--- src/rtl/multi_button_input.sv ---
// Per-channel button front end: synchronizer, debounce filter,
// press/release edge pulses and an auto-repeat event generator.
module multi_button_input #(
  parameter int N_CH       = 4,
  parameter int DB_CYCLES  = 1000000,
  parameter int RPT_DELAY  = 50000000,
  parameter int RPT_PERIOD = 10000000
) (
  input  logic            clk,
  input  logic            rst,
  input  logic [N_CH-1:0] btn_in,
  input  logic [N_CH-1:0] rpt_en,
  output logic [N_CH-1:0] btn_level,
  output logic [N_CH-1:0] btn_press,
  output logic [N_CH-1:0] btn_release,
  output logic [N_CH-1:0] btn_event
);

  localparam int DBW  = $clog2(DB_CYCLES + 1);
  localparam int RMAX = (RPT_DELAY > RPT_PERIOD) ?
                        RPT_DELAY : RPT_PERIOD;
  localparam int HW   = $clog2(RMAX + 1);

  localparam logic [DBW-1:0] DB_LAST  = DBW'(DB_CYCLES - 1);
  localparam logic [HW-1:0]  DLY_LAST = HW'(RPT_DELAY - 1);
  localparam logic [HW-1:0]  PER_LAST = HW'(RPT_PERIOD - 1);

  typedef enum logic [1:0] {
    IDLE,
    WAIT_FIRST,
    REPEAT
  } rpt_state_e;

  for (genvar g = 0; g < N_CH; g++) begin : g_ch
    logic           s1_q, s2_q;
    logic [DBW-1:0] db_q, db_d;
    logic           lvl_q, lvl_d;
    logic           prs_q, prs_d;
    logic           rel_q, rel_d;
    logic           evt_q, evt_d;
    logic [HW-1:0]  hold_q, hold_d;
    rpt_state_e     st_q, st_d;

    always_ff @(posedge clk or posedge rst) begin
      if (rst) begin
        s1_q   <= 1'b0;
        s2_q   <= 1'b0;
        db_q   <= '0;
        lvl_q  <= 1'b0;
        prs_q  <= 1'b0;
        rel_q  <= 1'b0;
        evt_q  <= 1'b0;
        hold_q <= '0;
        st_q   <= IDLE;
      end else begin
        s1_q   <= btn_in[g];
        s2_q   <= s1_q;
        db_q   <= db_d;
        lvl_q  <= lvl_d;
        prs_q  <= prs_d;
        rel_q  <= rel_d;
        evt_q  <= evt_d;
        hold_q <= hold_d;
        st_q   <= st_d;
      end
    end

    // Edge pulses are taken from the level flip itself so they
    // register on the same edge that the new level appears.
    always_comb begin
      db_d  = '0;
      lvl_d = lvl_q;
      if (s2_q != lvl_q) begin
        if (db_q == DB_LAST) begin
          lvl_d = ~lvl_q;
        end else begin
          db_d = db_q + DBW'(1);
        end
      end
      prs_d = lvl_d & ~lvl_q;
      rel_d = ~lvl_d & lvl_q;
    end

    // Release outranks a repeat tick due on the same edge.
    always_comb begin
      st_d   = st_q;
      hold_d = hold_q;
      evt_d  = 1'b0;
      if (rel_d) begin
        st_d   = IDLE;
        hold_d = '0;
      end else if (prs_d) begin
        st_d   = WAIT_FIRST;
        hold_d = '0;
        evt_d  = 1'b1;
      end else if (rpt_en[g]) begin
        case (st_q)
          WAIT_FIRST: begin
            if (hold_q == DLY_LAST) begin
              st_d   = REPEAT;
              hold_d = '0;
              evt_d  = 1'b1;
            end else begin
              hold_d = hold_q + HW'(1);
            end
          end
          REPEAT: begin
            if (hold_q == PER_LAST) begin
              hold_d = '0;
              evt_d  = 1'b1;
            end else begin
              hold_d = hold_q + HW'(1);
            end
          end
          default: begin
            st_d = IDLE;
          end
        endcase
      end
    end

    assign btn_level[g]   = lvl_q;
    assign btn_press[g]   = prs_q;
    assign btn_release[g] = rel_q;
    assign btn_event[g]   = evt_q;
  end

endmodule

--- config.mk ---
export PLATFORM = sky130hd
export DESIGN_NAME = multi_button_input
export DESIGN_NICKNAME = d
export VERILOG_FILES = /design/src/rtl/multi_button_input.sv
export SDC_FILE = /design/constraint.sdc
export NUM_CORES = 1
export LEC_CHECK = 0
export BUFFER_PORTS_ARGS = -buffer_cell sky130_fd_sc_hd__buf_2
export CAP_MARGIN = 30
export CORE_MARGIN = 5
export CORE_UTILIZATION = 63
export DETAILED_ROUTE_END_ITERATION = 8
export PLACE_DENSITY = 0.83
export REMOVE_ABC_BUFFERS = 1
export SYNTH_ARGS = -nofsm -noshare
export SYNTH_HDL_FRONTEND = slang
export SYNTH_SLANG_ARGS = --single-unit
--- constraint.sdc ---
create_clock -name clk -period 8.75 [get_ports clk]
set_clock_uncertainty 0.15 [all_clocks]
set_input_delay 1.75 -clock clk [delete_from_list [all_inputs] [get_ports clk]]
set_output_delay 1.75 -clock clk [all_outputs]
set_load 0.005 [all_outputs]
* Word-level counts from Yosys, hierarchy flattened
Index checks and enable logic that the tools add are counted.
** Operators by class
- $add $sub $neg :: 8
- Multiply operators :: 0
- Divide/modulo/power cells :: 0
- Magnitude comparators :: 0
- Equality and inequality tests :: 32
- Shift-type cells :: 0
- Mux-type cells :: 84
- Bitwise operators :: 16
- Reduce and logical (&&, ||, !) cells :: 16
** Operator list (count)
- 2-to-1 mux 26 bit :: 20
- case mux 26 bit (2 select lines) :: 4
- 2-to-1 mux 20 bit :: 8
- adder 26 x 1 -> 26 bit (second input constant) :: 4
- == test 26 x 24 -> 1 bit (second input constant) :: 4
- == test 26 bit (second input constant) :: 4
- adder 20 x 1 -> 20 bit (second input constant) :: 4
- == test 20 bit (second input constant) :: 4
- 2-to-1 mux 2 bit :: 16
- 2-to-1 mux 1 bit :: 28
- != test 4 bit (second input constant) :: 4
- case mux 2 bit (2 select lines) :: 4
- nonzero test 4 bit :: 4
- != test 3 bit (second input constant) :: 4
- AND reduction 3 bit :: 4
- nonzero test 3 bit :: 4
- AND 1 bit :: 8
- == test 2 x 1 -> 1 bit (second input constant) :: 4
- == test 2 bit (second input constant) :: 4
- inverter 1 bit :: 8
- case mux 1 bit (2 select lines) :: 4
- AND reduction 2 bit :: 4
- != test 1 bit :: 4
** Storage, ports and cells
- Register bits :: 216
- Bits in latches :: 0
- Memory bits (writable) :: 0
- Bits in read-only memories :: 0
- Input port bits :: 10
- Output and inout bits :: 16
- Word-level logic and storage cells :: 192
- Memories :: 0

* Longest topological paths before layout
- Depth after elaboration :: 7
- Depth in mapped cells :: 14
- Mapped depth without buffers :: 12

* Least setup slack after synthesis
Ideal clock, no wire load.
- Kind :: flip-flop to flip-flop
- Start point :: reg g_ch[3].db_q[8]
- End point :: reg g_ch[3].hold_q[25]
- Setup time :: 119 ps
- Data arrival time :: 3102 ps
- Slack :: 5379 ps
- Cell stages (with the launch flop) :: 13
- Path buffers :: 1
- Clock period less this slack :: 3371 ps
- Cells stage by stage :: dfrtp_1 -> nor4b_1 -> nand4_1 -> nor4_1 -> nor2_1 -> a21o_1 -> ha_1 -> and2_1 -> or4_1 -> clkbuf_1 -> nor3_1 -> a21oi_1 -> o21ba_2
** Between the ends
- Cells in the longest elaborated chain, start to end :: 7
- Elaborated cells on any way between the ends :: 11
** RTL lines
- from (decl) :: line 36 : logic [DBW-1:0] db_q, db_d;
- from (signal assigned) :: line 48 : db_q <= '0;
- from (signal assigned) :: line 58 : db_q <= db_d;
- == test 20 bit (*) :: line 74 : if (db_q == DB_LAST) begin
- 2-to-1 mux 1 bit (*) :: line 74
- 2-to-1 mux 1 bit (*) :: line 73 : if (s2_q != lvl_q) begin
- via g_ch[3].lvl_d :: line 37 : logic lvl_q, lvl_d;
- inverter 1 bit :: line 81 : rel_d = ~lvl_d & lvl_q;
- AND 1 bit :: line 81
- nonzero test 4 bit (no line) / nonzero test 3 bit (equally long branches)
- AND reduction 2 bit (no line)
- to (signal assigned) :: line 63 : hold_q <= hold_d;
- to (decl) :: line 41 : logic [HW-1:0] hold_q, hold_d;
The timed path passes the listed nets; every way through them passes the cells marked *.
A chain may end at the register's enable or synchronous reset.

* Final worst setup path
Same ends and word-level chain as after synthesis.

==> out/qor.yml <==
synth:
  ys_warn_count: 0
  synth_edf_count: 0
  avgSynthCellArea_sq_um: 9.38
  ys_ff_latch: 216
  synth_cell_type_count: 63
  yosysSeqAreaShare: 0.477
  synth_area_sq_um: 11300
  yosysTopAreaCell: "dfrtp_1"
  synth_top_area_frac: 0.477
  yosys_most_used_dff: "dfrtp_1"
  netlist_instances: 1207
  synth_area_leaders: "dfrtp_1 48%, nor2_1 6.4%, xnor2_1 6.1%, xor2_1 4.9%, nand3_1 3.5%"
  synthArstFlopShare: 1.00
clock_network:
  clockBufferDepth: 3
  clock_latency_ns: 0.52
  postCtsSetupBuffers: 0
  cts.clk_slew.worst_paths_ns: 0.06
  cts_root_buf: "clkbuf_16"
  cts_made_buffers: 24
  cts_sinks: 216
  cts-hold-fix-buffers: 0
  htreeDepth: 1
  cts_tree: "done"
  cts.repair.resized: 0
detailed_routing:
  wl_microns: 22300
  viasPerCell: 5.97
  drc: 0
  dr.pass1.iters: 5
  drt_iter0_drc: 538
  routedWlPerCell_microns: 15.3
  postRouteAntennaNets: 0
  vias: 8720
job:
  drv_cap: 0
placed_design:
  pre_cts_slack_ns: 5.01
  gp_congestion: 0.836
  dpl_cell_area_sq_um: 11500
  io_buffers: 25
  placed_cells: 1418
  dp_hpwl_microns: 14600
power:
  fin_total_pwr_mw: 2.35
  ir_drop_mv: 0.200
  cellPowerDensity_nw_per_um2: 191
  power_leakage_nw: 5.29
floorplan:
  coreArea_sq_um: 17800
  initial_core_util: 0.635
  die_x_microns: 144
  die_area_sq_um: 20800
  row_count: 49
  ios: 26
  die_h_microns: 144
global_routing:
  grt_max_degree: 147
  grt_pass1_vias: 8557
  grt_use_total: 0.220
  grt-ovfl-total: 0
  grt_pass1_wl_microns: 38900
  grt_antenna_before_repair: 0
sta:
  worst_slack_ns: 4.91
  maxSlewViolCount: 0
  holdWs_ns: 0.196
  hold_viol: 0
  post-route-period-util: 0.439
  fin_crit_ns: 3.84
  maxSlewHeadroom: 0.421
  worst_pin_slew_ns: 0.869
  rsz0062_at_grt: "false"
  setup_viol: 0
  fmax_ghz: 0.260
  finalSetupTns_ns: 0
layout:
  layout_common_cells: "216 x dfrtp_1, 194 x nor2_1, 90 x nand2_1"
  fin_nets: 1250
  regArea_sq_um: 5410
  final_core_util: 0.691
  drive_gt1_frac: 0.0731
  area_growth_syn_to_layout_pct: 8.83
  multi_input_area_sq_um: 5470
  final_cell_area_sq_um: 12300
  layout_commonest_cell: "dfrtp_1"
  n_antenna_cell: 0
  num-fill-cells: 1389
  fin_cells: 1461
status:
  status: "finished clean"
critical_path:
  cp_cell_sequence: "nor4b_1 > nand4_1 > nor4_1 > nor2_1 > a21o_1 > ha_1 > and2_1 > or4_1 > nor3_1 > a21oi_1 > o21ba_2"
  r2r-start: "g_ch[3].db_q[8]"
  criticalPathCategory: "reg2reg"
  worstPathArrival_ns: 4.09
  worstPathMaxFanout: 6
  startpoint: "g_ch[3].db_q[8]"
  cp-end-kind: "register"
  cpPeakStageDelay_ns: 0.61
  critPathLaunchType: "register"
  worstPathRequired_ns: 8.99
  cp_slowest_cell: "or4_1"
min_path:
  worstHoldStart: "g_ch[2].s1_q"
  hold_class: "reg2reg"
==> synth_stat cells, types with 4 or more instances <==
| cell type | count |
|---|---|
| a21o_1 | 6 |
| a21oi_1 | 27 |
| a31oi_1 | 6 |
| and2_1 | 5 |
| and3_1 | 21 |
| and4_1 | 20 |
| buf_2 | 10 |
| buf_4 | 16 |
| buf_6 | 5 |
| clkbuf_1 | 17 |
| dfrtp_1 | 216 |
| ha_1 | 24 |
| inv_1 | 43 |
| nand2_1 | 90 |
| nand2b_1 | 5 |
| nand3_1 | 80 |
| nand3b_1 | 4 |
| nand4_1 | 51 |
| nand4b_1 | 5 |
| nand4bb_1 | 4 |
| nor2_1 | 194 |
| nor2b_1 | 4 |
| nor3_1 | 47 |
| nor3b_1 | 4 |
| nor4_1 | 31 |
| nor4b_1 | 8 |
| o21ai_0 | 45 |
| or2_2 | 5 |
| or3_1 | 16 |
| or4_1 | 9 |
| or4b_1 | 4 |
| xnor2_1 | 79 |
| xor2_1 | 63 |
==> cell type report <==
cell class              count  area share
well taps                 229      0.0232
flip-flops and latches    216       0.439
clock inverters             6     0.00650
repair buffers             32      0.0160
multi-input cells         899       0.444
clock buffers              36      0.0582
inverters                  43      0.0137
==> critical path: cells and delay by family, from the launching register on <==
family                   cells  cell delay [ns]
AND/OR/NAND/NOR              7             2.24
AO/OA/AOI/OAI                3             0.57
flip-flops                   1             0.43
adder cells (fa/ha/maj)      1             0.33
==> routing by layer <==
metal | share of wire | GRT usage | vias up
met5 | 0 | 0 | -
met4 | 0.020 | 0.0614 | 0
met3 | 0.041 | 0.0331 | 42
met2 | 0.48 | 0.371 | 176
met1 | 0.46 | 0.300 | 4265
li1 | - | - | 4237
==> sequential cells by signal, summed over array words and instances, names as in the netlist <==
| signal | cells |
|---|---|
| g_ch.prs_q | 4 |
| g_ch.st_q | 8 |
| g_ch.hold_q | 104 |
| g_ch.lvl_q | 4 |
| g_ch.rel_q | 4 |
| g_ch.db_q | 80 |
| g_ch.evt_q | 4 |
| g_ch.s2_q | 4 |
| g_ch.s1_q | 4 |
==> power breakdown <==
part	total, mW	internal (mW)	leakage [nW]	switching [mW]
registers	1.14	1.06	2.84	0.0786
clock network	1.02	0.621	0.395	0.396
logic	0.192	0.0783	2.05	0.113
==> kinds of logic after synthesis <==
group | after synthesis | synth area share
simple gates | 621 | 0.284
mux | 5 | 0.00475
flops | 216 | 0.477
buf+inv | 92 | 0.0403
compound gates | 107 | 0.0578
fa+ha+maj | 24 | 0.0265
xor+xnor | 142 | 0.110
==> final timing paths <==
kind	to	depth (start not counted)	slack [ns]
hold reg to reg	g_ch[2].s2_q	0	0.20
setup / recovery	g_ch[3].hold_q[25]	11	4.91
hold / removal	g_ch[2].s2_q	0	0.20
min in group asynchronous	g_ch[2].rel_q	2	1.06
max in group asynchronous	g_ch[3].hold_q[4]	4	5.72
setup reg to reg	g_ch[3].hold_q[25]	11	4.91
No activity file was read; power rests on OpenSTA's default activity.
